## config.mk

```make
export PLATFORM = sky130hd
export DESIGN_NAME = gpr
export DESIGN_NICKNAME = d
export VERILOG_FILES = /design/src/rtl/gpr.sv
export SDC_FILE = /design/constraint.sdc
export NUM_CORES = 2
export LEC_CHECK = 0
export ABC_AREA = 1
export BUFFER_PORTS_ARGS = -buffer_cell sky130_fd_sc_hd__buf_2
export CAP_MARGIN = 20
export CORE_UTILIZATION = 25
export CTS_CLUSTER_SIZE = 30
export DETAILED_ROUTE_END_ITERATION = 10
export RECOVER_POWER = 100
export SLEW_MARGIN = 20
export SYNTH_ARGS = -nofsm -noshare
export SYNTH_HDL_FRONTEND = slang
export SYNTH_SLANG_ARGS = --single-unit
```

## constraint.sdc

```tcl
create_clock -name clk -period 3.4 [get_ports clk]
set_input_delay 0.68 -clock clk [delete_from_list [all_inputs] [get_ports clk]]
set_output_delay 0.68 -clock clk [all_outputs]
set_load 0.02 [all_outputs]
```

## src/rtl/gpr.sv

```systemverilog
// 32x32 register file: two async read ports, one sync write port, write-through bypass.
// Define GPR_ZERO_REG_EN to hardwire register 0 to zero.
module gpr #(
    parameter int DATA_W = 32,
    parameter int ADDR_W = 5,
    parameter int DEPTH  = 32
) (
    input  logic              clk,
    input  logic              reset,
    input  logic [ADDR_W-1:0] rd_addr_0,
    output logic [DATA_W-1:0] rd_data_0,
    input  logic [ADDR_W-1:0] rd_addr_1,
    output logic [DATA_W-1:0] rd_data_1,
    input  logic              we_,
    input  logic [ADDR_W-1:0] wr_addr,
    input  logic [DATA_W-1:0] wr_data
);

    logic [DATA_W-1:0] regs [DEPTH];
    logic              wr_ok;
    logic              byp_0;
    logic              byp_1;

`ifdef GPR_ZERO_REG_EN
    assign wr_ok = !we_ && (wr_addr != '0);
`else
    assign wr_ok = !we_;
`endif

    always_ff @(posedge clk or negedge reset) begin
        if (!reset) begin
            for (int i = 0; i < DEPTH; i++) begin
                regs[i] <= '0;
            end
        end else if (wr_ok) begin
            regs[wr_addr] <= wr_data;
        end
    end

    // Bypass ignores reset so decode sees in-flight data even then
    assign byp_0 = wr_ok && (wr_addr == rd_addr_0);
    assign byp_1 = wr_ok && (wr_addr == rd_addr_1);

    always_comb begin
        rd_data_0 = regs[rd_addr_0];
        if (byp_0) begin
            rd_data_0 = wr_data;
        end
`ifdef GPR_ZERO_REG_EN
        if (rd_addr_0 == '0) begin
            rd_data_0 = '0;
        end
`endif
    end

    always_comb begin
        rd_data_1 = regs[rd_addr_1];
        if (byp_1) begin
            rd_data_1 = wr_data;
        end
`ifdef GPR_ZERO_REG_EN
        if (rd_addr_1 == '0) begin
            rd_data_1 = '0;
        end
`endif
    end

endmodule

```

; Word level (Yosys, flattened, before mapping)
; Index checks and enable logic that the tools add are counted.
[word_totals]
n_memories = 0
inputBits = 50
latch_bits = 0
ramBits = 0
ff_bits = 1024
rom_bits = 0
output_inout_bits = 64
[classes]
n_bitwise = 3
mul = 0
n_reduce_logical = 4
add_sub_neg = 0
n_mux = 11
order_cmp = 4
n_eq_ne = 2
div = 0
n_shift = 0
[ops]
columns = cell, count
row1 = bitwise mux 1024 bit, 1
row2 = binary-select mux 32 bit (select 5 bit), 2
row3 = 2-to-1 mux 32 bit, 7
row4 = demux 32 bit (select 5 bit), 1
row5 = >= comparator 6 bit (second input constant), 3
row6 = NOT 5 -> 6 bit, 3
row7 = equality test 5 bit, 2
row8 = less-than comparator 6 x 1 -> 1 bit (second input constant), 1
row9 = logical AND 1 bit, 3
row10 = logical NOT 1 bit, 1

; Longest topological paths before layout
[logic_depth]
depth_word = 6
depth_mapped = 12
depth_no_buf = 9

; Worst setup path before layout
; OpenSTA, ideal clock, no wires.
[synth_path]
path_type = input port to output port
from = input rd_addr_0[0]
to = output rd_data_0[14]
required_ps = 2720
t_arrival_ps = 2140
slack_ps = 580
n_path_buf = 3
cell_stages = 12
path_cell_list = clkbuf_1 > inv_2 > clkbuf_1 > clkbuf_1 > nand2_1 > nand3_1 > nand3_1 > nand2_1 > nand2_1 > nand3_1 > nand3_1 > nand2_1
[synth_between]
elab_chain_cells = 5
word_cells_on_any_way = 7
classes_between = eq/ne: 1 / mux: 4 / bitwise: 1 / reduce/logical: 1
[synth_rtl]
columns = item, line_no
row1 = "start, declared", 10  ; input logic [ADDR_W-1:0] rd_addr_0,
row2 = NOT 5 -> 6 bit (not written as such), 45  ; rd_data_0 = regs[rd_addr_0];
row3 = binary-select mux 32 bit (select 5 bit), 45
row4 = 2-to-1 mux 32 bit (not written as such) (2 in a row), 45
row5 = 2-to-1 mux 32 bit *, 46  ; if (byp_0) begin
row6 = "end, declared", 11  ; output logic [DATA_W-1:0] rd_data_0,
; Every way passes the cells marked *; elsewhere a longest branch is shown, timed or not. The select of a mux whose other input is x is not followed.

; Worst setup path in the final report
[layout_path]
from = input rd_addr_1[1]
to = output rd_data_1[25]
[layout_between]
elab_chain_cells = 5
word_cells_on_any_way = 7
classes_between = eq/ne: 1 / mux: 4 / bitwise: 1 / reduce/logical: 1
[layout_rtl]
columns = item, line_no
row1 = "start, declared", 12  ; input logic [ADDR_W-1:0] rd_addr_1,
row2 = NOT 5 -> 6 bit (not written as such), 57  ; rd_data_1 = regs[rd_addr_1];
row3 = binary-select mux 32 bit (select 5 bit), 57
row4 = 2-to-1 mux 32 bit (not written as such) (2 in a row), 57
row5 = 2-to-1 mux 32 bit *, 58  ; if (byp_1) begin
row6 = "end, declared", 13  ; output logic [DATA_W-1:0] rd_data_1,
; Marked as above.

==> qor.yml <==
routing:
  route.met3.wl_um: 24400
  routed_wirelength_um: 238000
  wl_met1_um: 93800
  via_count: 59200
  drtIter0Drc: 8130
  top_layer: "met5"
  wl_per_cell_um: 21.2
  wl_met2_um: 105000
  drcViolationCount: 12
  final_antenna_net_count: 0
  viasPerCell: 5.30
  drt_first_pass_iters: 11
place:
  dpl.hpwl_um: 138000
  io_buffers: 113
  place.gp.congestion: 0.874
  dp.cells: 11000
worst_setup_path:
  end_kind: "output port"
  start_kind: "input pin"
  crit_arrival_ns: 2.69
  critical_path_class: "input pin to output port"
  cp_max_fo: 14
  crit_required_ns: 2.72
timing:
  min_period_ns: 3.37
  relSlewSlack_pct: -52.5
  finalHoldViolations: 0
  grt_setup_unrepaired: "false"
  whs_ns: 0.508
  fin_skew_ns: 0
  fin_setup_tns_ns: 0
  drv_slew: 784
  max_freq_mhz: 297
  tightest_slew_ns: 2.28
  finalCritPeriodShare_pct: 99.2
  setup_violations: 0
finish:
  final_cells: 11200
  ff_latch_area_sq_um: 25600
  largest_reg_flops: 1024
  drive_gt1_share_pct: 6.52
  fin_util_pct: 29.0
  reg.largest.list: "regs x1024"
  largest-register: "regs"
  fill_cells: 24300
  area_growth_pct: 15.1
  final_nets: 8141
  multiInputGateArea_sq_um: 28100
grt:
  grt.overflow.total: 0
  antenna_found_initial: 9
  grt_pass1_vias: 55900
  track_usage_pct: 20.2
  grt_max_degree: 99
  grt_pass1_wl_um: 357000
clocking:
  clock_sink_count: 1024
  htreeDepth: 3
  path_clk_slew_ns: 0.06
  cts_root_buffer: "clkbuf_16"
  post-cts-setup-buffers: 0
  clk_latency_ns: 0.77
  cts_buffer_depth: 3
  cts_made_buffers: 116
  cts_tree: "yes"
pwr:
  p_leak_uw: 0.0298
  seq_power_share_pct: 44.2
  p_total_uw: 37200
  clkPwrFrac_pct: 35.9
  internal_power_uw: 25100
  irDropWorstVdd_mv: 0.453
  power_frac_comb_pct: 19.9
  p_sw_share_pct: 32.5
  powerDensity_nw_per_um2: 570
  netSwitchingPower_uw: 12100
floorplan:
  rows: 174
  start_util_pct: 25.2
  coreArea_sq_um: 225000
  die_y_um: 478
  fp.dieArea_sq_um: 229000
  io-pin-count: 114
  dieWidth_um: 478
min_path:
  worstHoldPathType: "register to register"
synth:
  synth_top_cell_by_area: "dfrtp_1"
  ys_types: 16
  yosys_warnings: 0
  postSynthCellCount: 8345
  ys_seq_area_share_pct: 45.2
  netlist_area_sq_um: 56700
  syn_avg_cell_area_sq_um: 6.79
  synth-seq-cells: 1024
  yosys.area.top_type_share_pct: 45.2
  synth_nets: 8395
  synth_area_leaders: "dfrtp_1 45%, nand2_1 24%, nand3_1 15%, o21ai_0 8.0%, clkbuf_1 4.5%"
status:
  outcome: "finished, violations left"
  violations: "design-rule violations, max-capacitance violations, max-slew violations"
run:
  drv_cap: 23
[area by class of cell]
class | count | area share, %
Multi-Input combinational cell | 6528 | 43.0
Sequential cell | 1024 | 39.3
Tap cell | 2992 | 5.74
Clock buffer | 177 | 5.34
Timing Repair Buffer | 370 | 5.32
Clock inverter | 37 | 0.890
Inverter | 51 | 0.366
Antenna cell | 4 | 0.0153
[worst paths after layout]
| check | from | to | slack (ns) | cells after the start |
|---|---|---|---|---|
| worst max-delay path | rd_addr_1[1] | rd_data_1[25] | 0.03 | 10 |
| worst min-delay path | regs[910] | regs[910] | 0.51 | 2 |
| worst max register to register | regs[817] | regs[817] | 2.56 | 2 |
| worst min register to register | regs[910] | regs[910] | 0.51 | 2 |
| max in group asynchronous | reset | regs[427] | 0.45 | 4 |
| min in group asynchronous | reset | regs[978] | 0.94 | 2 |
[synth_stat cells, drive strengths merged]
| library cell | number |
|---|---|
| clkbuf | 673 |
| dfrtp | 1024 |
| nand3 | 1730 |
| o22ai | 6 |
| a21oi | 100 |
| o21ai | 930 |
| nand2 | 3649 |
| nor2 | 98 |
| buf | 69 |
| inv | 51 |
| nor3 | 12 |
| nor4 | 3 |
[layout by cell type, fill, tap and decap left out, types with 5 or more instances in the layout]
master,instances
nor2_1,98
inv_2,9
nand3_2,6
buf_2,60
a21oi_1,100
clkbuf_2,84
inv_1,34
o22ai_1,6
dfrtp_1,1024
nand2_1,3644
inv_8,6
clkbuf_4,6
clkbuf_1,80
clkbuf_8,33
buf_4,63
buf_8,5
clkbuf_16,117
buf_12,96
o21ai_0,928
bufinv_16,10
nor3_1,10
clkinv_2,16
nand3_1,1724
[critical path, cell delays in order]
cell      delay, ns
buf_8          0.23
inv_8          0.13
o22ai_1        0.17
nor2_1         0.07
nand3_2        0.22
buf_12         0.25
clkbuf_4       0.30
nand3_1        0.26
nand2_1        0.13
clkbuf_2       0.17
[what timing repair did]
action / CTS / global route
endpoints found under the hold margin: 27 / 0
hold buffers: 1 / 0
resized for setup: 0 / 6
setup endpoints to repair: 0 / 5
[layer usage]
| metal | global-route usage [%] | vias up |
|---|---|---|
| li1 | - | 26800 |
| met1 | 25.9 | 28100 |
| met2 | 32.1 | 3596 |
| met3 | 3.88 | 777 |
| met4 | 10.8 | 4 |
| met5 | 0 | - |
[power groups by stage]
stage / clock network (uW) / logic [uW] / registers [uW]
floorplan: 0 / 5110 / 16100
detailed placement: 0 / 7430 / 16500
global placement: 0 / 7230 / 16400
finish: 13400 / 7400 / 16400
CTS: 13500 / 7450 / 16300
global route: 14000 / 8420 / 16700
[per-stage QoR]
step	setup WS (ns)	instance area (sq um)
6_report	0.0274	65200
5_1_grt	0.0127	65200
4_1_cts	0.0360	66200
3_5_place_dp	0.0590	62100
3_3_place_gp	0.0677	62100
2_1_floorplan	0.580	56700
[cells by family (layout without fill, tap and decap cells)]
group,count (synthesis),after routing,share of synthesized area (%)
AOI/OAI and AO/OA,1036,1036,9.16
other,0,4,0
buffers and inverters,793,635,5.28
DFF,1024,1024,45.2
and+or+nand+nor,5492,5492,40.3
Note: power is estimated with default switching activity, not from simulation.
